==> src/rtl/instr_queue_pkg.sv <==
// Shared constants and types for the instruction queue.
// Entries pair an instruction word with its fetch PC.
package instr_queue_pkg;

  localparam int IQ_DEPTH = 8;
  localparam int ENTRY_W  = 64;
  localparam int INSTR_W  = 32;
  localparam logic [31:0] PC_INC = 32'd4;

  typedef struct packed {
    logic [INSTR_W-1:0] instr;
    logic [31:0]        pc;
  } entry_t;

  function automatic logic [1:0] clamp_deq(
    input logic [1:0] d
  );
    return (d == 2'd3) ? 2'd2 : d;
  endfunction

endpackage

==> src/rtl/instr_queue_if.sv <==
// Fetch/decode side bundle of the instruction queue.
// master = fetch/decode driver, slave = the queue.
interface instr_queue_if
  import instr_queue_pkg::*;
#(
  parameter int DEPTH = IQ_DEPTH
) ();

  localparam int CW = $clog2(DEPTH) + 1;

  logic        flush;
  logic        enq;
  logic [31:0] instrf;
  logic [31:0] instrf2;
  logic [31:0] pcf;
  logic [1:0]  deq;
  logic [31:0] instrd;
  logic [31:0] pcd;
  logic [31:0] instrd2;
  logic [31:0] pcd2;
  logic        validd;
  logic        validd2;
  logic        stallf;
  logic [CW-1:0] count;

  modport master (
    output flush, enq, instrf, instrf2,
    output pcf, deq,
    input  instrd, pcd, instrd2, pcd2,
    input  validd, validd2, stallf, count
  );

  modport slave (
    input  flush, enq, instrf, instrf2,
    input  pcf, deq,
    output instrd, pcd, instrd2, pcd2,
    output validd, validd2, stallf, count
  );

endinterface

==> src/rtl/iq_storage.sv <==
// Entry array: two write ports (tail, tail+1) and two
// asynchronous read ports (head, head+1). Not reset.
module iq_storage
  import instr_queue_pkg::*;
#(
  parameter int DEPTH = IQ_DEPTH,
  parameter int AW    = $clog2(DEPTH)
) (
  input  logic          clk,
  input  logic          we_i,
  input  logic [AW-1:0] waddr0_i,
  input  logic [AW-1:0] waddr1_i,
  input  entry_t        wdata0_i,
  input  entry_t        wdata1_i,
  input  logic [AW-1:0] raddr0_i,
  input  logic [AW-1:0] raddr1_i,
  output entry_t        rdata0_o,
  output entry_t        rdata1_o
);

  entry_t mem_q [DEPTH];

  always_ff @(posedge clk) begin
    if (we_i) begin
      mem_q[waddr0_i] <= wdata0_i;
      mem_q[waddr1_i] <= wdata1_i;
    end
  end

  assign rdata0_o = mem_q[raddr0_i];
  assign rdata1_o = mem_q[raddr1_i];

endmodule

==> src/rtl/instr_queue.sv <==
// Dual-issue instruction queue between fetch and decode.
// Pairs enter at tail, up to two leave from head per cycle.
module instr_queue
  import instr_queue_pkg::*;
#(
  parameter int DEPTH = IQ_DEPTH
) (
  input  logic          clk,
  input  logic          reset,
  instr_queue_if.slave  bus
);

  localparam int AW = $clog2(DEPTH);
  localparam int CW = AW + 1;
  localparam logic [CW-1:0] STALL_LIM = CW'(DEPTH - 2);

  logic [AW-1:0] head_q, head_d;
  logic [AW-1:0] tail_q, tail_d;
  logic [CW-1:0] count_q, count_d;

  logic          stall;
  logic          enq_acc;
  logic [1:0]    deq_req;
  logic [1:0]    deq_eff;
  logic          v0, v1;
  entry_t        wd0, wd1, rd0, rd1;

  assign stall   = count_q > STALL_LIM;
  assign enq_acc = bus.enq & ~stall & ~bus.flush;
  assign deq_req = clamp_deq(bus.deq);

  // Never pop more entries than are held.
  always_comb begin
    deq_eff = deq_req;
    unique case (1'b1)
      (count_q == '0):
        deq_eff = 2'd0;
      (count_q == CW'(1) && deq_req[1]):
        deq_eff = 2'd1;
      default: ;
    endcase
  end

  always_comb begin
    head_d  = head_q + AW'(deq_eff);
    tail_d  = tail_q + (enq_acc ? AW'(2) : '0);
    count_d = count_q
            + (enq_acc ? CW'(2) : '0)
            - CW'(deq_eff);
    if (bus.flush) begin
      head_d  = '0;
      tail_d  = '0;
      count_d = '0;
    end
  end

  always_ff @(posedge clk or negedge reset) begin
    if (!reset) begin
      head_q  <= '0;
      tail_q  <= '0;
      count_q <= '0;
    end else begin
      head_q  <= head_d;
      tail_q  <= tail_d;
      count_q <= count_d;
    end
  end

  assign wd0 = '{instr: bus.instrf,
                 pc:    bus.pcf};
  assign wd1 = '{instr: bus.instrf2,
                 pc:    bus.pcf + PC_INC};

  iq_storage #(
    .DEPTH (DEPTH),
    .AW    (AW)
  ) u_storage (
    .clk      (clk),
    .we_i     (enq_acc),
    .waddr0_i (tail_q),
    .waddr1_i (tail_q + AW'(1)),
    .wdata0_i (wd0),
    .wdata1_i (wd1),
    .raddr0_i (head_q),
    .raddr1_i (head_q + AW'(1)),
    .rdata0_o (rd0),
    .rdata1_o (rd1)
  );

  assign v0 = count_q != '0;
  assign v1 = count_q >= CW'(2);

  assign bus.validd  = v0;
  assign bus.validd2 = v1;
  assign bus.instrd  = v0 ? rd0.instr : '0;
  assign bus.pcd     = v0 ? rd0.pc    : '0;
  assign bus.instrd2 = v1 ? rd1.instr : '0;
  assign bus.pcd2    = v1 ? rd1.pc    : '0;
  assign bus.stallf  = stall;
  assign bus.count   = count_q;

endmodule
==> src/flat_wrapper.sv <==
// flat-port wrapper written by rule: the top's interface ports become plain ports
module instr_queue_flat import instr_queue_pkg::*;
#(
  parameter int DEPTH = IQ_DEPTH
)
  (clk, reset, bus_flush, bus_enq, bus_instrf, bus_instrf2, bus_pcf, bus_deq, bus_instrd, bus_pcd, bus_instrd2, bus_pcd2, bus_validd, bus_validd2, bus_stallf, bus_count);
  instr_queue_if #(.DEPTH(DEPTH)) bus_i ();
  input  logic clk;
  input  logic reset;
  input wire logic [$bits(bus_i.flush)-1:0] bus_flush;
  input wire logic [$bits(bus_i.enq)-1:0] bus_enq;
  input wire logic [$bits(bus_i.instrf)-1:0] bus_instrf;
  input wire logic [$bits(bus_i.instrf2)-1:0] bus_instrf2;
  input wire logic [$bits(bus_i.pcf)-1:0] bus_pcf;
  input wire logic [$bits(bus_i.deq)-1:0] bus_deq;
  output wire logic [$bits(bus_i.instrd)-1:0] bus_instrd;
  output wire logic [$bits(bus_i.pcd)-1:0] bus_pcd;
  output wire logic [$bits(bus_i.instrd2)-1:0] bus_instrd2;
  output wire logic [$bits(bus_i.pcd2)-1:0] bus_pcd2;
  output wire logic [$bits(bus_i.validd)-1:0] bus_validd;
  output wire logic [$bits(bus_i.validd2)-1:0] bus_validd2;
  output wire logic [$bits(bus_i.stallf)-1:0] bus_stallf;
  output wire logic [$bits(bus_i.count)-1:0] bus_count;
  assign bus_i.flush = bus_flush;
  assign bus_i.enq = bus_enq;
  assign bus_i.instrf = bus_instrf;
  assign bus_i.instrf2 = bus_instrf2;
  assign bus_i.pcf = bus_pcf;
  assign bus_i.deq = bus_deq;
  assign bus_instrd = bus_i.instrd;
  assign bus_pcd = bus_i.pcd;
  assign bus_instrd2 = bus_i.instrd2;
  assign bus_pcd2 = bus_i.pcd2;
  assign bus_validd = bus_i.validd;
  assign bus_validd2 = bus_i.validd2;
  assign bus_stallf = bus_i.stallf;
  assign bus_count = bus_i.count;
  instr_queue #(.DEPTH(DEPTH)) u_core (.clk(clk), .reset(reset), .bus(bus_i));
endmodule
==> config.mk <==
export PLATFORM = sky130hd
export DESIGN_NAME = instr_queue_flat
export DESIGN_NICKNAME = d
export VERILOG_FILES = /design/src/rtl/instr_queue_pkg.sv /design/src/rtl/instr_queue_if.sv /design/src/rtl/iq_storage.sv /design/src/rtl/instr_queue.sv /design/src/flat_wrapper.sv
export SDC_FILE = /design/constraint.sdc
export NUM_CORES = 1
export LEC_CHECK = 0
export ABC_AREA = 1
export CORE_UTILIZATION = 38
export CTS_CLUSTER_DIAMETER = 120
export DETAILED_ROUTE_END_ITERATION = 6
export DONT_BUFFER_PORTS = 1
export GPL_TIMING_DRIVEN = 0
export SYNTH_ARGS = -nofsm -noshare
export SYNTH_HDL_FRONTEND = slang
export SYNTH_SLANG_ARGS = --single-unit
==> constraint.sdc <==
create_clock -name clk -period 4.57 [get_ports clk]
set_input_delay 0.914 -clock clk [delete_from_list [all_inputs] [get_ports clk]]
set_output_delay 0.914 -clock clk [all_outputs]
set_load 0.02 [all_outputs]
==> results.json <==
{
  "dp_hpwl_um": 84800,
  "finalCritPeriodShare": 1.01,
  "slowest_delay_ns": 0.93,
  "fin_skew_ns": 0.0216,
  "power_mw": 21.1,
  "ys_async_sr_fraction": 0.0173,
  "cp_top_family": "buffers and inverters",
  "core_area_um2": 77800,
  "drv_slew": 0,
  "vdd_drop_max_uv": 351,
  "ys_ff_latch": 521,
  "io_pins": 237,
  "powerDensity_nw_per_um2": 632,
  "clock.fmax_mhz": 217,
  "start_util": 0.387,
  "run_status": "finished, violations left",
  "hp-class": "in2reg",
  "netlist_top_cells_area": "edfxtp_1, nand2_1, o21ai_0, a21oi_1, nor2_1",
  "cts_buffers": 56,
  "place.gp.congestion": 0.962,
  "cp_cell_sequence": "ha_1, buf_2, buf_2, buf_2, o211ai_1, nand2_1, a21oi_1, nor3_1",
  "avgRoutedWirePerCell_um": 26.4,
  "worst_ep_required_time_ns": 3.66,
  "syn_avg_cell_area_um2": 8.33,
  "dieWidth_um": 283,
  "grt_max_degree": 74,
  "synth_common_cells": "nand2_1, edfxtp_1, o21ai_0, a21oi_1, nor2_1",
  "clockBufferDepth": 3,
  "critPathMostFrequentCell": "buf_2",
  "ys_types": 37,
  "nets": 3792,
  "min_period_ns": 4.60,
  "fp-row-count": 102,
  "cts_tree": "built",
  "yosys.area.top_type": "edfxtp_1",
  "worstSetupEndpointType": "output pin",
  "vias": 27800,
  "antenna_found_initial": 2,
  "clk_pin_slew_ns": 0.07,
  "synthFlopType": "edfxtp_1",
  "overflow": 0,
  "start_kind": "flip-flop",
  "syn_inst": 3612,
  "first_global_vias": 25600,
  "port_buffers": 0,
  "drt-pass1-iter-count": 6,
  "leakagePower_nw": 12.6,
  "detail-route-antenna-nets": 0,
  "synth_area_um2": 30100,
  "utilization": 0.428,
  "hold_viol": 0,
  "yosysSeqAreaShare": 0.518,
  "wl_um": 125000,
  "critPathSlowestCell": "nor3_1",
  "htree_levels": 2,
  "synth_edf_count": 512,
  "rsz0062_at_grt": "false",
  "crit_arrival_ns": 3.68,
  "drc": 0,
  "ys_warn_count": 0,
  "grt_pass1_wl_um": 177000,
  "viasPerCell": 5.85,
  "crit_fanout": 10,
  "tightest_slew_ns": 1.35,
  "track_usage": 0.302,
  "synth_nets": 3725,
  "crit_buf_inv": 3,
  "yosys.cell_count.top_type": "nand2_1",
  "synth.top_cell.area_share": 0.511,
  "syn_to_final_growth_pct": 10.8,
  "die_y_um": 283,
  "finalSetupViolCount": 1,
  "worstSetupPathType": "reg2out",
  "maxSlewHeadroom": 0.0985,
  "drt_iter0_drc": 4006,
  "clkSinkCount": 521,
  "maxCapViolCount": 0,
  "fin_ws_ns": -0.0289,
  "drive_above_1_share": 0.0988,
  "cts_root_buf": "clkbuf_16",
  "die_area_um2": 80300,
  "failed_checks": "setup timing",
  "clock_latency_ns": 0.64
}
## final timing paths
check,start,to,slack [ns],cells past startpoint
hold reg to reg,u_core.tail_q[2],u_core.tail_q[2],0.63,2
min in group asynchronous,reset,u_core.bus.count[0],0.68,1
setup reg to reg,u_core.bus.count[3],u_core.u_storage.mem_q[7][27],1.27,9
hold / removal,bus_pcf[0],u_core.u_storage.mem_q[3][0],0.37,0
max in group asynchronous,reset,u_core.bus.count[3],3.56,1
setup / recovery,u_core.head_q[0],bus_instrd2[5],-0.03,8
## per-stage QoR
stage	instance area, um^2	std cells	setup slack (ns)	TNS (ns)	hold slack (ns)
2_1_floorplan	30100	3612	0.0929	0	0.570
3_3_place_gp	31400	4652	-3.20	-493.66	0.600
6_report	33300	4756	-0.0289	-0.0289	0.368
3_5_place_dp	31600	4660	0.693	0	0.609
4_1_cts	33300	4755	0.00660	0	0.359
5_1_grt	33300	4756	0.0248	0	0.362
## cell usage in the layout, fill, tap and decap left out, drive strengths merged
cell type    instances
o22ai               42
nor3                64
bufinv               4
o21ai              490
xnor2                2
fa                   3
clkinvlp             5
clkbuf             214
nor2               290
a21oi              342
o211ai              64
and2                 2
nand2              905
inv                263
clkinv              14
buf                209
o21bai               4
ha                   8
nand3b               8
xor2                17
edfxtp             512
or2                 64
nand3              179
dfrtp                9
dlygate4sd3          1
diode                1
## cell families (layout without fill, tap and decap cells)
| family | Yosys count | after routing | share of synthesized area |
|---|---|---|---|
| xor+xnor | 19 | 19 | 0.00578 |
| buf+inv | 607 | 710 | 0.0967 |
| compound gates | 942 | 942 | 0.164 |
| fa+ha+maj | 11 | 11 | 0.00532 |
| other cells | 0 | 1 | 0 |
| simple gates | 1512 | 1512 | 0.210 |
| flops | 521 | 521 | 0.518 |
## registers in the layout (all words and copies together), names as in the netlist
name                    count
u_core.bus.count            4
u_core.head_q               3
u_core.tail_q               2
u_core.u_storage.mem_q    512
## repair_timing
action                                 4_1_cts  5_1_grt
hold buffers                                 1        0
endpoints found under the hold margin        9        0
setup buffers                                0        0
setup endpoints to repair                    0        6
resized for setup                            0        6
## cell type report
class	instances	area (um^2)
Clock buffer	72	1480
Clock inverter	22	215
Multi-Input combinational cell	2484	11600
Inverter	264	1000
Sequential cell	521	15600
Buffer	343	1910
Antenna cell	1	2.50
Tap cell	1040	1300
Timing Repair Buffer	9	193
Fill cell	7711	44500
## layer usage
| metal | part of all wire | track usage |
|---|---|---|
| met3 | 0.14 | 0.0841 |
| met4 | 0.047 | 0.136 |
| met5 | 0.0011 | 0 |
| met1 | 0.38 | 0.393 |
| met2 | 0.44 | 0.466 |
## worst reg2reg max path, cell delays in order, from the launching register on
cell and delay [ns]:
dfrtp_1 0.47, inv_1 0.12, ha_1 0.20, nand2_1 0.06, nand2_1 0.05, nand2_1 0.14
nand2_4 0.14, nor2_4 0.40, buf_6 0.24, buf_4 1.00
## report_power, final
| part | internal [mW] | leakage, nW | switching (mW) |
|---|---|---|---|
| logic | 2.54 | 7.01 | 8.39 |
| registers | 5.56 | 4.76 | 0.133 |
| clock network | 2.49 | 0.807 | 1.96 |
| total | 10.6 | 12.6 | 10.5 |
No activity file was read; power rests on OpenSTA's default activity.
